`src/rtl/cpu_pkg.sv`:
```
// Shared pipeline CPU definitions: channel count, destination width and the
// per-channel occupancy states used by the writeback distributor.
package cpu_pkg;

   localparam int NUM_CH     = 4;
   localparam int DEST_W     = 2;
   localparam int DEF_DATA_W = 32;

   localparam logic [DEST_W-1:0] CH_REGF = 2'd0;
   localparam logic [DEST_W-1:0] CH_HILO = 2'd1;
   localparam logic [DEST_W-1:0] CH_CP0  = 2'd2;
   localparam logic [DEST_W-1:0] CH_DBG  = 2'd3;

   typedef enum logic [1:0] {
      ST_EMPTY   = 2'd0,
      ST_PARTIAL = 2'd1,
      ST_FULL    = 2'd2
   } ch_state_e;

endpackage

```
`src/rtl/distrib_fifo.sv`:
```
// Per-channel FIFO for the distributor. The occupancy state machine
// (EMPTY/PARTIAL/FULL) advances together with the count register.
module distrib_fifo
   import cpu_pkg::*;
#(
   parameter int DATA_W = DEF_DATA_W,
   parameter int DEPTH  = 2
)(
   input  logic              clk,
   input  logic              reset,
   input  logic              push,
   input  logic              pop,
   input  logic [DATA_W-1:0] wr_data,
   output logic [DATA_W-1:0] head,
   output logic              full,
   output logic              empty
);

   localparam int PTR_W = $clog2(DEPTH);
   localparam logic [PTR_W:0] LIM = DEPTH[PTR_W:0];

   logic [DATA_W-1:0] mem [DEPTH];
   logic [PTR_W-1:0]  wr_ptr;
   logic [PTR_W-1:0]  rd_ptr;
   logic [PTR_W:0]    count;
   ch_state_e         state;
   logic              do_push;
   logic              do_pop;

   assign do_push = push && (state != ST_FULL);
   assign do_pop  = pop  && (state != ST_EMPTY);

   // Storage is cleared on reset so the head reads as zero afterwards;
   // pointers wrap naturally because DEPTH is a power of two.
   always_ff @(posedge clk) begin
      if (reset) begin
         wr_ptr <= '0;
         rd_ptr <= '0;
         count  <= '0;
         state  <= ST_EMPTY;
         for (int i = 0; i < DEPTH; i++) begin
            mem[i] <= '0;
         end
      end else begin
         if (do_push) begin
            mem[wr_ptr] <= wr_data;
            wr_ptr      <= wr_ptr + 1'b1;
         end
         if (do_pop) begin
            rd_ptr <= rd_ptr + 1'b1;
         end
         case ({do_push, do_pop})
            2'b10: begin
               count <= count + 1'b1;
               state <= (count == LIM - 1'b1) ? ST_FULL : ST_PARTIAL;
            end
            2'b01: begin
               count <= count - 1'b1;
               state <= (count == {{PTR_W{1'b0}}, 1'b1}) ? ST_EMPTY : ST_PARTIAL;
            end
            default: begin
            end
         endcase
      end
   end

   assign head  = mem[rd_ptr];
   assign full  = (state == ST_FULL);
   assign empty = (state == ST_EMPTY);

endmodule

```
`src/rtl/distributor14_32.sv`:
```
// 1-to-4 writeback distributor: routes a word to one of four buffered
// consumer channels. Define DISTRIB_STATS_EN to add per-channel push counters.
module distributor14_32
   import cpu_pkg::*;
#(
   parameter int DATA_W = DEF_DATA_W,
   parameter int DEPTH  = 2
`ifdef DISTRIB_STATS_EN
   ,
   parameter int CNT_W  = 16
`endif
)(
   input  logic                     clk,
   input  logic                     reset,
   input  logic                     in_valid,
   output logic                     in_ready,
   input  logic [DATA_W-1:0]        in_data,
   input  logic [DEST_W-1:0]        in_dest,
   output logic [NUM_CH-1:0]        out_valid,
   input  logic [NUM_CH-1:0]        out_ready,
   output logic [NUM_CH*DATA_W-1:0] out_data
`ifdef DISTRIB_STATS_EN
   ,
   output logic [NUM_CH*CNT_W-1:0]  stat_cnt
`endif
);

   logic [NUM_CH-1:0] full;
   logic [NUM_CH-1:0] empty;
   logic [NUM_CH-1:0] push;

   // Readiness depends only on the addressed channel's occupancy, never on out_ready.
   assign in_ready = ~full[in_dest];

   for (genvar i = 0; i < NUM_CH; i++) begin : g_ch
      assign push[i]      = in_valid && !full[i] && (in_dest == DEST_W'(i));
      assign out_valid[i] = ~empty[i];

      distrib_fifo #(
         .DATA_W (DATA_W),
         .DEPTH  (DEPTH)
      ) u_fifo (
         .clk     (clk),
         .reset   (reset),
         .push    (push[i]),
         .pop     (out_ready[i]),
         .wr_data (in_data),
         .head    (out_data[i*DATA_W +: DATA_W]),
         .full    (full[i]),
         .empty   (empty[i])
      );

`ifdef DISTRIB_STATS_EN
      logic [CNT_W-1:0] stat_q;

      // Saturating count of accepted words.
      always_ff @(posedge clk) begin
         if (reset) begin
            stat_q <= '0;
         end else if (push[i] && (stat_q != {CNT_W{1'b1}})) begin
            stat_q <= stat_q + 1'b1;
         end
      end

      assign stat_cnt[i*CNT_W +: CNT_W] = stat_q;
`endif
   end

endmodule

```
`config.mk`:
```
export PLATFORM = sky130hd
export DESIGN_NAME = distributor14_32
export DESIGN_NICKNAME = d
export VERILOG_FILES = /design/src/rtl/cpu_pkg.sv /design/src/rtl/distrib_fifo.sv /design/src/rtl/distributor14_32.sv
export SDC_FILE = /design/constraint.sdc
export NUM_CORES = 1
export LEC_CHECK = 0
export BUFFER_PORTS_ARGS = -buffer_cell sky130_fd_sc_hd__buf_2
export CAP_MARGIN = 30
export CORE_UTILIZATION = 35
export CTS_BUF_LIST = sky130_fd_sc_hd__clkbuf_4
export CTS_CLUSTER_SIZE = 8
export DETAILED_ROUTE_END_ITERATION = 8
export HOLD_SLACK_MARGIN = 0.02
export SLEW_MARGIN = 10
export SYNTH_ARGS = -nofsm -noshare
export SYNTH_HDL_FRONTEND = slang
export SYNTH_SLANG_ARGS = --single-unit
```
`constraint.sdc`:
```
create_clock -name clk -period 6.1 [get_ports clk]
set_input_delay 0.61 -clock clk [delete_from_list [all_inputs] [get_ports clk]]
set_output_delay 0.61 -clock clk [all_outputs]
set_load 0.1 [all_outputs]
```
==> results of run 1 <==
-- registers in the layout, summed over array words and instances (netlist names), named ones only --
name,flops
g_ch.u_fifo.rd_ptr,4
g_ch.u_fifo.state,8
g_ch.u_fifo.mem,256
g_ch.u_fifo.wr_ptr,4
g_ch.u_fifo.count,8
-- critical path, stage by stage, from the launching register on --
cell and delay [ps]:
dfxtp_2 940, mux2_2 350, buf_2 440
-- per-stage QoR --
stage	utilization, %	cells
after floorplan	-	915
after global placement	38.42	1464
after detailed placement	38.54	1466
after CTS	41.13	1587
after global routing	41.29	1590
final	41.29	1590
-- layer usage --
layer | share of wire [%] | global-route usage (%) | up-vias
li1 | - | - | 3534
met1 | 43 | 21.24 | 3598
met2 | 48 | 27.04 | 249
met3 | 6.8 | 3.809 | 41
met4 | 1.7 | 5.600 | 0
met5 | 0 | 0 | -
-- worst max-delay path by stage --
stage	startpoint	end
floorplan	in_dest[0]	g_ch[1].u_fifo.mem[0][0]
global placement	in_dest[1]	g_ch[1].u_fifo.mem[0][14]
detailed placement	in_dest[1]	g_ch[1].u_fifo.mem[0][17]
CTS	flip-flop	out_data[87]
global route	flip-flop	out_data[96]
finish	flip-flop	out_data[96]
-- synth_stat cells --
cell / n / share of area [%]
nor2_1: 257 / 7.8
edfxtp_1: 256 / 62
mux2_2: 128 / 12
clkbuf_1: 41 / 1.2
nand2b_1: 29 / 1.5
dfxtp_1: 28 / 4.5
nor2_2: 26 / 1.3
buf_2: 21 / 0.85
or2b_2: 15 / 1.1
buf_8: 12 / 1.5
ha_1: 12 / 1.2
a21oi_1: 11 / 0.44
buf_6: 9 / 0.82
inv_1: 9 / 0.27
xnor2_1: 8 / 0.56
nand4_1: 6 / 0.30
mux2i_1: 4 / 0.32
nand3_1: 4 / 0.16
nor2_4: 4 / 0.36
o21a_1: 4 / 0.24
or2_2: 4 / 0.20
a22oi_1: 3 / 0.18
nand2_1: 3 / 0.091
a31o_2: 2 / 0.14
buf_1: 2 / 0.061
buf_12: 2 / 0.32
nor2b_1: 2 / 0.10
o21ai_0: 2 / 0.081
o31ai_1: 2 / 0.12
xor2_1: 2 / 0.14
and2_2: 1 / 0.061
mux4_1: 1 / 0.21
nor2b_2: 1 / 0.071
nor3b_1: 1 / 0.061
or2b_1: 1 / 0.061
or4_1: 1 / 0.061
or4_4: 1 / 0.091
-- power by group --
part           switching [mW]  internal, mW
Sequential             0.0584          2.22
Combinational           0.831         0.201
Clock                   0.735         0.864
-- final cells by class --
class | count | area [sq um] | area share [%]
tap | 455 | 569.3 | 3.972
antenna | 1 | 2.502 | 0.01746
clock buffer | 111 | 833.3 | 5.814
sequential | 284 | 8253 | 57.58
multi-input combinational | 535 | 3556 | 24.81
inverter | 9 | 33.78 | 0.2357
timing repair buffer | 185 | 1021 | 7.123
clock inverter | 10 | 65.06 | 0.4539
-- kinds of logic after synthesis --
family                     after synthesis  share of synthesized area, %
DFF                                    284                         66.48
and+or+nand+nor                        356                         13.23
xor gates and xnor gates                10                        0.7060
muxes                                  133                         12.15
AOI/OAI and AO/OA                       24                         1.210
adders and majority gates               12                         1.210
buffers and inverters                   96                         5.012
==> impl_metrics.json, run 1 <==
{
  "core_area_sq_mm": 0.03471,
  "endpoint_kind": "output pin",
  "yosys_warnings": 0,
  "place_area_sq_mm": 0.01338,
  "antenna_found_initial": 1,
  "dr.pass1.iters": 5,
  "drc": 0,
  "fill_cells": 3304,
  "syn_avg_cell_area_sq_um": 13.56,
  "cp.required_ps": 5490,
  "hold_depth": 4,
  "finalCriticalPeriod_ps": 3025,
  "start_kind": "flip-flop",
  "power_density_mw_per_mm2": 342.3,
  "rsz0062_at_grt": "no",
  "gr-total-overflow": 0,
  "crit_fanout": 32,
  "gp_congestion": 0.7651,
  "slew-limit-headroom_pct": 37.30,
  "yosysSeqAreaShare_pct": 66.48,
  "worst_ir_drop_vdd_uv": 125.7,
  "tightest_slew_ps": 940.5,
  "drtIter0Drc": 339,
  "layout_common_cells": "257 x nor2_1, 256 x edfxtp_1, 173 x buf_2, 128 x mux2_2, 111 x clkbuf_4",
  "max-cap-violations": 0,
  "setup_violations": 0,
  "area_delta_synth_final_pct": 15.53,
  "clkTransAtPathRegs_ps": 60,
  "die_h_um": 190.3,
  "min-delay-start": "out_ready[1]",
  "clock_skew_ps": 25.11,
  "status": "complete, no violations",
  "crit_type": "flip-flop to output pin",
  "finalPower_mw": 4.906,
  "htree_levels": 3,
  "grt_pass1_wl_um": 43250,
  "post-cts-setup-buffer-count": 0,
  "syn_area_sq_mm": 0.01241,
  "synth_seq_cells": 284,
  "cts_resized": 0,
  "die_area_sq_mm": 0.03620,
  "routedWlPerCell_um": 18.56,
  "die_w_um": 190.3,
  "pin_count": 174,
  "min_path_type": "primary input to flip-flop",
  "initial_utilization_pct": 35.74,
  "clk_latency_ps": 680,
  "fin_nets": 1143,
  "holdWs_ps": 394.6,
  "synth.distinct_cells": 37,
  "drive_gt1_share_pct": 43.83,
  "cts_tree": "yes",
  "dp.final_hpwl_um": 19050,
  "p_leak_nw": 5.539,
  "portBuffers": 173,
  "wl_um": 29510,
  "dp_slack_ps": 3055,
  "finalHoldViolations": 0,
  "rows": 68,
  "r2r-end": "g_ch[1].u_fifo.mem[0][19]",
  "arrival_ps": 2410,
  "cts_buffers": 75,
  "final_common_cell": "nor2_1",
  "ctsHoldBuffers": 0,
  "first_global_vias": 7337,
  "min_period_over_period_pct": 49.59,
  "viasPerCell": 4.668,
  "rrSetupSlack_ps": 3480,
  "postRouteAntennaNets": 0,
  "synth_nets": 968,
  "setup_ws_ps": 3075,
  "cts_sinks": 284,
  "postSynthCellCount": 915,
  "groute.usage.overall_pct": 16.42,
  "regToRegStartpoint": "g_ch[1].u_fifo.state[1]",
  "stdcell_area_sq_mm": 0.01433,
  "maxSlewViolCount": 0,
  "fmaxAchievable_mhz": 330.6,
  "fin_setup_tns_ps": 0,
  "grt_max_degree": 69,
  "cts_buffer_depth": 3,
  "cts-root-buf": "clkbuf_4",
  "reg2regPathDepth": 3,
  "dr_total_vias": 7422
}
No activity file was read; power rests on OpenSTA's default activity.
==> inputs of run 2 (changes only) <==
--- a/config.mk
+++ b/config.mk
@@ -5,6 +5,7 @@
 export SDC_FILE = /design/constraint.sdc
 export NUM_CORES = 1
 export LEC_CHECK = 0
+export ABC_AREA = 1
 export BUFFER_PORTS_ARGS = -buffer_cell sky130_fd_sc_hd__buf_2
 export CAP_MARGIN = 30
 export CORE_UTILIZATION = 35
==> constraint.sdc (replaced) <==
create_clock -name clk -period 2.82 [get_ports clk]
set_input_delay 0.282 -clock clk [delete_from_list [all_inputs] [get_ports clk]]
set_output_delay 0.282 -clock clk [all_outputs]
set_load 0.1 [all_outputs]
==> impl_metrics.json, run 2 <==
{
  "gp_congestion": 0.7435,
  "pin_count": 174,
  "clkTransAtPathRegs_ps": 80,
  "clk_latency_ps": 720,
  "yosysSeqAreaShare_pct": 68.08,
  "portBuffers": 173,
  "pwr-share-seq_pct": 42.9,
  "reg2regPathDepth": 5,
  "drc": 0,
  "fmaxAchievable_mhz": 375.6,
  "yosys_warnings": 0,
  "crit_path_cell_trace": "buf_4, mux2_2, buf_2",
  "synth.distinct_cells": 28,
  "regToRegStartpoint": "g_ch[0].u_fifo.state[0]",
  "grt_max_degree": 34,
  "swShare_pct": 35.01,
  "grt_pass1_wl_um": 45990,
  "arrival_ps": 2380,
  "synth.area.top_cells": "edfxtp_1 63%, mux2_2 11%, nor2_1 7.7%",
  "power_frac_comb_pct": 24.2,
  "post-cts-setup-buffer-count": 0,
  "die_w_um": 188.1,
  "synth_common_cells": "256 x edfxtp_1, 247 x nor2_1, 119 x mux2_2",
  "slowest_stage": "dfxtp_2",
  "hold_depth": 6,
  "max_stage_delay_ps": 610,
  "crit_family": "buffers and inverters",
  "status": "complete, no violations",
  "cts_buffer_depth": 3,
  "switching_power_mw": 4.032,
  "critPathBufInv": 2,
  "drive_gt1_share_pct": 40.38,
  "min_period_over_period_pct": 94.40,
  "drtIter0Drc": 423,
  "wl_um": 30420,
  "synth.most_common_cell": "edfxtp_1",
  "crit_fanout": 17,
  "async_flop_share_pct": 0,
  "largest_reg_flops": 256,
  "p_leak_nw": 6.261,
  "htree_levels": 3,
  "tightest_slew_ps": 664.8,
  "final_common_cell": "edfxtp_1",
  "rows": 67,
  "fin_setup_tns_ps": 0,
  "routedWlPerCell_um": 18.27,
  "die_h_um": 188.1,
  "postSynthCellCount": 901,
  "fin_nets": 1220,
  "dr.pass1.iters": 4,
  "start_kind": "flip-flop",
  "hold_path_end": "g_ch[0].u_fifo.wr_ptr",
  "die_area_sq_mm": 0.03536,
  "cts-root-buf": "clkbuf_4",
  "finalCriticalPeriod_ps": 2662,
  "crit_type": "flip-flop to output pin",
  "rsz0062_at_grt": "no",
  "cts_sinks": 284,
  "synth_flop_cell": "edfxtp_1",
  "min-delay-start": "in_valid",
  "maxSlewViolCount": 0,
  "dp_slack_ps": 748.6,
  "clock_skew_ps": 33.86,
  "area_delta_synth_final_pct": 22.84,
  "syn_avg_cell_area_sq_um": 13.45,
  "worst_ir_drop_vdd_uv": 319.7,
  "top_register": "g_ch.u_fifo.mem",
  "r2r-end": "g_ch[0].u_fifo.mem[1][7]",
  "yosysTopAreaCell": "edfxtp_1",
  "cts_tree": "yes",
  "antenna_found_initial": 1,
  "utilization_pct": 44.05,
  "dr_total_vias": 7722,
  "first_global_vias": 8076,
  "power_density_mw_per_mm2": 773.7,
  "viasPerCell": 4.638,
  "layout_common_cells": "256 x edfxtp_1, 247 x nor2_1, 173 x buf_2, 119 x mux2_2, 114 x clkbuf_4",
  "finalHoldViolations": 0,
  "groute.usage.overall_pct": 17.46,
  "p_clk_share_pct": 32.9,
  "holdWs_ps": 114.3,
  "synth_seq_cells": 284,
  "cp.required_ps": 2540,
  "yosys.area.top_type_share_pct": 63.45,
  "rrSetupSlack_ps": 1020,
  "initial_utilization_pct": 35.86,
  "max-cap-violations": 0,
  "setup_violations": 0,
  "p_int_mw": 7.484,
  "setup_ws_ps": 157.9,
  "endpoint_kind": "output pin",
  "syn_area_sq_mm": 0.01212,
  "top_regs": "g_ch.u_fifo.mem: 256 flops, g_ch.u_fifo.count: 8 flops, g_ch.u_fifo.state: 8 flops",
  "cts_buffers": 75,
  "slew-limit-headroom_pct": 55.68,
  "synth_nets": 954,
  "core_area_sq_mm": 0.03378,
  "synth_edf_count": 256,
  "gr-total-overflow": 0,
  "dp.final_hpwl_um": 19130,
  "postRouteAntennaNets": 0,
  "min_path_type": "primary input to flip-flop"
}
run 2: cell count changes in the layout (fill, tap and decap cells not counted), moves of 8 or more:
cell | previous run | this run
nor2_1 | 257 | 247
mux2_1 | 0 | 9
dlygate4sd3_1 | 0 | 39
nand2b_1 | 22 | 0
nand2_2 | 0 | 8
or2b_2 | 15 | 0
inv_1 | 9 | 60
nand2_1 | 3 | 32
mux2_2 | 128 | 119
o21ai_0 | 2 | 11
run 2: worst max path at each step:
| stage | start | endpoint | cells after the start |
|---|---|---|---|
| 2_1_floorplan | g_ch[0].u_fifo.state[0] | g_ch[0].u_fifo.mem[1][0] | 5 |
| 3_3_place_gp | flip-flop | out_data[39] | 3 |
| 3_5_place_dp | flip-flop | out_data[36] | 3 |
| 4_1_cts | flip-flop | out_data[120] | 3 |
| 5_1_grt | flip-flop | out_data[110] | 3 |
| 6_report | flip-flop | out_data[120] | 3 |
run 2: through the flow:
| step | power (mW) | area (sq um) | instances |
|---|---|---|---|
| finish | 11.52 | 14880 | 1665 |
| global route | 11.98 | 14880 | 1665 |
| CTS | 11.67 | 14880 | 1664 |
| detailed placement | 7.794 | 13510 | 1499 |
| global placement | 7.775 | 13510 | 1499 |
| floorplan | 7.298 | 12120 | 901 |
run 2: kinds of logic after synthesis:
group | synth area share [%]
mux | 11.90
fa+ha+maj | 1.239
compound gates | 1.838
flops | 68.08
buf+inv | 4.627
xor+xnor | 0.4337
simple gates | 11.89
run 2: tightest hold or removal path, cell delays in order:
cell and delay [ps]:
buf_2 110, inv_1 90, nor2_4 80, nand2_1 120, nand2_1 60, nand2_1 50
run 2: routing by layer:
layer	track usage [%]	vias up	share of wire, %
li1	-	3656	-
met1	21.04	3794	43
met2	29.14	226	49
met3	4.997	46	6.4
met4	7.348	0	2.2
met5	0	-	0
run 2: power groups by stage:
stage / logic [mW] / clock network, mW / registers, mW
after detailed placement: 2.76 / 0 / 5.03
after CTS: 2.81 / 3.91 / 4.94
after floorplan: 2.34 / 0 / 4.96
after global routing: 2.90 / 4.12 / 4.97
final: 2.78 / 3.79 / 4.94
after global placement: 2.75 / 0 / 5.02
run 2: repair_timing:
action	4_1_cts	5_1_grt
gates resized for setup	1	0
hold buffers	39	0
endpoints found under the setup margin	9	0
hold endpoints to repair	261	0
run 2: cell type report:
type | count | area (sq um)
antenna | 1 | 2.502
clock buffer | 114 | 855.8
clock inverter | 12 | 126.4
fill | 3181 | 18900
inverter | 63 | 236.5
multi-input combinational | 511 | 3327
sequential | 284 | 8255
tap | 448 | 560.5
timing repair buffer | 232 | 1519
